==> src/rtl/regs_wb_arbiter_pkg.sv <==
// Shared types and widths for the register-file write-port arbiter.
// Holds the arbiter FSM encoding and the LU result entry layout.
package regs_wb_arbiter_pkg;

    localparam int REG_ADDR_W = 5;
    localparam int XLEN       = 32;
    localparam int NUM_REGS   = 1 << REG_ADDR_W;
    localparam int LU_ENTRY_W = REG_ADDR_W + XLEN;

    typedef enum logic {
        ARB_PIPE  = 1'b0,
        ARB_DRAIN = 1'b1
    } arb_state_e;

endpackage

==> src/rtl/regs_wb_fifo.sv <==
// Synchronous FIFO buffering long-latency results as {addr,dat} entries.
// No bypass: a pushed entry is visible at the head from the next cycle.
module regs_wb_fifo #(
    parameter int DEPTH = 2,
    parameter int W     = 37
) (
    input  logic         i_clk,
    input  logic         i_rst,
    input  logic         i_ce,
    input  logic         i_push,
    input  logic         i_pop,
    input  logic [W-1:0] i_din,
    output logic [W-1:0] o_dout,
    output logic         o_full,
    output logic         o_empty
);

    localparam int AW = $clog2(DEPTH);

    logic [W-1:0] mem [DEPTH];
    logic [AW:0]  wr_ptr;
    logic [AW:0]  rd_ptr;
    logic         do_push;
    logic         do_pop;

    // Extra pointer bit distinguishes full from empty when the indices match.
    assign o_empty = (wr_ptr == rd_ptr);
    assign o_full  = (wr_ptr[AW] != rd_ptr[AW]) && (wr_ptr[AW-1:0] == rd_ptr[AW-1:0]);
    assign o_dout  = mem[rd_ptr[AW-1:0]];
    assign do_push = i_ce && i_push && !o_full;
    assign do_pop  = i_ce && i_pop && !o_empty;

    always_ff @(posedge i_clk) begin
        if (i_rst) begin
            wr_ptr <= '0;
            rd_ptr <= '0;
        end else begin
            if (do_push) wr_ptr <= wr_ptr + (AW+1)'(1);
            if (do_pop)  rd_ptr <= rd_ptr + (AW+1)'(1);
        end
    end

    always_ff @(posedge i_clk) begin
        if (do_push && !i_rst) mem[wr_ptr[AW-1:0]] <= i_din;
    end

endmodule

==> src/rtl/regs_wb_arbiter.sv <==
// Shares the register-file write port between pipeline writeback and the LU FIFO,
// with a starvation-forced drain and a scoreboard driving the decode hazard.
module regs_wb_arbiter
    import regs_wb_arbiter_pkg::*;
#(
    parameter int FIFO_DEPTH = 2,
    parameter int STARVE_MAX = 4
) (
    input  logic                  i_clk,
    input  logic                  i_rst,
    input  logic                  i_ce,
    input  logic                  i_wb_we,
    input  logic [REG_ADDR_W-1:0] i_wb_addr,
    input  logic [XLEN-1:0]       i_wb_dat,
    input  logic                  i_lu_issue,
    input  logic [REG_ADDR_W-1:0] i_lu_rd,
    input  logic                  i_lu_valid,
    output logic                  o_lu_ready,
    input  logic [REG_ADDR_W-1:0] i_lu_addr,
    input  logic [XLEN-1:0]       i_lu_dat,
    input  logic [REG_ADDR_W-1:0] i_rs1,
    input  logic [REG_ADDR_W-1:0] i_rs2,
    input  logic [REG_ADDR_W-1:0] i_rd,
    input  logic                  i_hz_rs1,
    input  logic                  i_hz_rs2,
    input  logic                  i_hz_rd,
    output logic                  o_hz_lu,
    output logic                  o_stall_pipe,
    output logic                  o_rf_we,
    output logic [REG_ADDR_W-1:0] o_rf_addr,
    output logic [XLEN-1:0]       o_rf_dat
);

    localparam int CNT_W = $clog2(STARVE_MAX) + 1;

    arb_state_e            state_q, state_d;
    logic [CNT_W-1:0]      starve_q, starve_d;
    logic [NUM_REGS-1:0]   sb_q, sb_d;
    logic                  fifo_full, fifo_empty, fifo_push, fifo_pop;
    logic [REG_ADDR_W-1:0] head_addr;
    logic [XLEN-1:0]       head_dat;
    logic                  grant_pipe, grant_fifo;

    assign o_lu_ready = i_ce && !fifo_full;
    assign fifo_push  = i_lu_valid && o_lu_ready;
    assign fifo_pop   = i_ce && !i_rst && grant_fifo;

    regs_wb_fifo #(
        .DEPTH (FIFO_DEPTH),
        .W     (LU_ENTRY_W)
    ) u_fifo (
        .i_clk   (i_clk),
        .i_rst   (i_rst),
        .i_ce    (i_ce),
        .i_push  (fifo_push),
        .i_pop   (fifo_pop),
        .i_din   ({i_lu_addr, i_lu_dat}),
        .o_dout  ({head_addr, head_dat}),
        .o_full  (fifo_full),
        .o_empty (fifo_empty)
    );

    always_comb begin
        state_d      = state_q;
        starve_d     = starve_q;
        grant_pipe   = 1'b0;
        grant_fifo   = 1'b0;
        o_stall_pipe = 1'b0;
        case (state_q)
            ARB_PIPE: begin
                if (i_wb_we) begin
                    grant_pipe = 1'b1;
                    if (fifo_empty) begin
                        starve_d = '0;
                    end else if (starve_q == CNT_W'(STARVE_MAX - 1)) begin
                        state_d  = ARB_DRAIN;
                        starve_d = '0;
                    end else begin
                        starve_d = starve_q + CNT_W'(1);
                    end
                end else begin
                    grant_fifo = !fifo_empty;
                    starve_d   = '0;
                end
            end
            ARB_DRAIN: begin
                // Pipeline holds its write and re-presents it next cycle.
                o_stall_pipe = 1'b1;
                grant_fifo   = !fifo_empty;
                state_d      = ARB_PIPE;
                starve_d     = '0;
            end
            default: begin
                state_d  = ARB_PIPE;
                starve_d = '0;
            end
        endcase
    end

    always_comb begin
        if (grant_pipe) begin
            o_rf_addr = i_wb_addr;
            o_rf_dat  = i_wb_dat;
        end else begin
            o_rf_addr = head_addr;
            o_rf_dat  = head_dat;
        end
        o_rf_we = !i_rst && (grant_pipe || grant_fifo) && (o_rf_addr != '0);
    end

    // Issue is applied after the pop clear so a same-register set wins.
    always_comb begin
        sb_d = sb_q;
        if (fifo_pop) sb_d[head_addr] = 1'b0;
        if (i_ce && i_lu_issue && (i_lu_rd != '0)) sb_d[i_lu_rd] = 1'b1;
        sb_d[0] = 1'b0;
    end

    assign o_hz_lu = (i_hz_rs1 && (i_rs1 != '0) && sb_q[i_rs1])
                  || (i_hz_rs2 && (i_rs2 != '0) && sb_q[i_rs2])
                  || (i_hz_rd  && (i_rd  != '0) && sb_q[i_rd]);

    always_ff @(posedge i_clk) begin
        if (i_rst) begin
            state_q  <= ARB_PIPE;
            starve_q <= '0;
            sb_q     <= '0;
        end else if (i_ce) begin
            state_q  <= state_d;
            starve_q <= starve_d;
            sb_q     <= sb_d;
        end
    end

endmodule
==> config.mk <==
export PLATFORM = sky130hd
export DESIGN_NAME = regs_wb_arbiter
export DESIGN_NICKNAME = d
export VERILOG_FILES = /design/src/rtl/regs_wb_arbiter_pkg.sv /design/src/rtl/regs_wb_fifo.sv /design/src/rtl/regs_wb_arbiter.sv
export SDC_FILE = /design/constraint.sdc
export NUM_CORES = 1
export LEC_CHECK = 0
export CAP_MARGIN = 25
export CORE_ASPECT_RATIO = 1.2
export CORE_MARGIN = 5
export CORE_UTILIZATION = 45
export CTS_CLUSTER_SIZE = 10
export DETAILED_ROUTE_END_ITERATION = 16
export PLACE_DENSITY_LB_ADDON = 0.2
export SYNTH_ARGS = -nofsm -noshare
export SYNTH_HDL_FRONTEND = slang
export SYNTH_SLANG_ARGS = --single-unit
==> constraint.sdc <==
create_clock -name i_clk -period 4.75 [get_ports i_clk]
set_input_delay 1.1875 -clock i_clk [delete_from_list [all_inputs] [get_ports i_clk]]
set_output_delay 1.1875 -clock i_clk [all_outputs]
set_load 0.03 [all_outputs]
==> results.md <==
- Run status: completed
- HP Class: flop to flop
- Syn Area/Cell: 11.1 µm²
- # rows: 44
- Hold_buf cts: 0
- Post-DRT Antenna Nets: 0
- Initial antenna violation count: 0
- IO buf count: 143
- DRC viols: 0
- Commonest cells in the netlist: nand2_1, edfxtp_1, o21ai_0, mux2i_1, dfxtp_1
- Synth area leaders: edfxtp_1, dfxtp_1, mux2i_1
- Tmin final: 4.63 ns
- Yosys top cell area share: 39.6%
- Die area: 0.0148 mm²
- Post-synthesis register bit count: 114
- Top-count cell post-synth: nand2_1
- Placed cells: 792
- Syn-to-layout area delta: 39.8%
- Sequential Area: 0.00302 mm²
- Clock Latency Late Sink: 0.41 ns
- Post-Layout Cell Count: 824
- Number of global-route vias before repair: 4,835
- Main synth FF type: edfxtp_1
- Synth async-reset ratio: 0%
- EDFF count, synth: 74
- Core Area: 0.0122 mm²
- GRT Overall Usage: 20.0%
- Post-layout util: 64.6%
- YS warnings: 0
- Fin area: 0.00786 mm²
- Max Buffers Root-to-Sink: 2
- Vias per inst: 5.50
- Hold violation total from the final report: 0
- Fillcell total: 969
- CTS sink count: 114
- Post-Synthesis Cell Area: 0.00562 mm²
- Post-detail-place hpwl: 10,500 µm
- Post-CTS Resized: 2
- Worst Skew: 0.0103 ns
- Worst hold path cell count: 1
- Layout Nets: 754
- Clock Tree Root: clkbuf_16
- Unrepaired setup endpoints after global routing: no
- Sequential fraction of the synthesis area: 53.8%
- Leak: 2.66 nW
- Global-route wire length before repair: 23,900 µm
- R2R depth: 4
- Iter 0 DRT Violations: 256
- Worst setup EP type: output port
- Total CTS buffers: 17
- Io pins: 144
- Footprint of the multi-input gates: 0.00248 mm²
- Starting Density: 46.2%
- Crit path arrival time: 3.44 ns
- Measured slew at the worst slew-check pin: 0.968 ns
- WL final: 14,600 µm
- Post-DR wirelength/cell: 17.7 µm
- Cell taking the most area after synthesis: edfxtp_1
- Mapped Cells: 504
- Peak supply drop: 0.343 mV
- Cell Pwr Density: 335 mW/mm²
- Crit path max fanout: 5
- Crit share post-route: 97.4%
- # diodes: 0
- Dpl cell area: 0.00728 mm²
- Yosys cell types: 47
- DR vias: 4,535
- TritonCTS clock tree: yes
- Syn_nets: 608
- Largest net degree at the start of global routing: 47
- Data required, critical path: 3.56 ns
- Crit start category: input pin
- CTS H-Tree Depth: 4
- Max cap viols: 0
- Slew headroom: 34.8%
- Die Width: 112 µm
- Layout cells sized above 1: 11.2%
- Setup Crit Path Kind: input pin to output port
- Slew Limit Fails: 0
- Clk slew on worst S/H paths: 0.06 ns
- Final setup fails: 0
- DIE HEIGHT: 132 µm
- DRT Pass-1 Iters: 7
- RePlAce Congestion: 0.918
- # Post-CTS Setup Buffers: 0
- Fmax: 216 MHz
- Total gr overflow: 0
## sequential cells by signal, indices dropped and copies added (netlist names), named ones only
register and flops:
u_fifo.wr_ptr 2, sb_q 31, u_fifo.rd_ptr 2, starve_q 3
state_q 1, u_fifo.mem 74
## layout make-up
class	instances	share of cell area [%]
flip-flops and latches	114	38.5
multi-input cells	355	31.6
repair buffers	156	19.7
clock buffers	17	5.42
well taps	161	2.56
clock inverters	15	1.90
inverters	6	0.287
## cells in the final DEF (no fill, tap or decap), types with 15 or more instances in the layout
cell type	count
o21ai_0	67
nand2_1	85
clkbuf_16	17
edfxtp_1	74
nor2_1	24
mux4_2	15
clkdlybuf4s50_1	140
mux2i_1	46
dfxtp_1	39
a21oi_1	35
## cells by family (layout without fill, tap and decap cells)
logic type	after synthesis	count (layout)	synth area share, %
adders and majority gates	1	1	0.223
buffers and inverters	35	194	2.52
muxes	72	72	18.0
and+or+nand+nor	151	151	11.9
xor gates and xnor gates	7	7	1.09
DFF	114	114	53.8
AOI/OAI and AO/OA	124	124	12.5
## critical path, stage by stage
cell	delay, ns
dlygate4sd2_1	0.37
mux4_1	0.60
mux4_2	0.48
and2_4	0.17
o31ai_2	0.16
o211ai_1	0.11
dlygate4sd2_1	0.36
## final timing paths
kind | from | end | slack [ns]
setup reg to reg | flop | sb_q[4] | 2.36
hold reg to reg | starve_q[2] | starve_q[2] | 0.51
setup / recovery | i_rd[0] | o_hz_lu | 0.12
hold / removal | starve_q[2] | starve_q[2] | 0.51
## stage by stage
stage	TNS, ns	power, mW	worst slack (ns)	hold slack (ns)
3_5_place_dp	-0.389	1.44	-0.389	0.495
6_report	0	2.63	0.122	0.508
3_3_place_gp	-0.328	1.43	-0.328	0.482
2_1_floorplan	0	1.26	0.351	0.468
4_1_cts	0	2.65	0.117	0.509
5_1_grt	0	2.72	0.0164	0.537
## metal layers
metal	track usage, %	share of wire (%)	vias up
li1	-	-	2185
met1	23.5	40	2172
met2	34.2	51	164
met3	7.12	6.9	14
met4	6.81	1.4	0
met5	0	0	-
## power breakdown
group / internal (mW) / leakage, nW / switching, mW
Clock: 0.732 / 0.266 / 0.480
Sequential: 1.07 / 0.995 / 0.0124
Combinational: 0.164 / 1.40 / 0.164
Power figures use the tool's default switching activity.
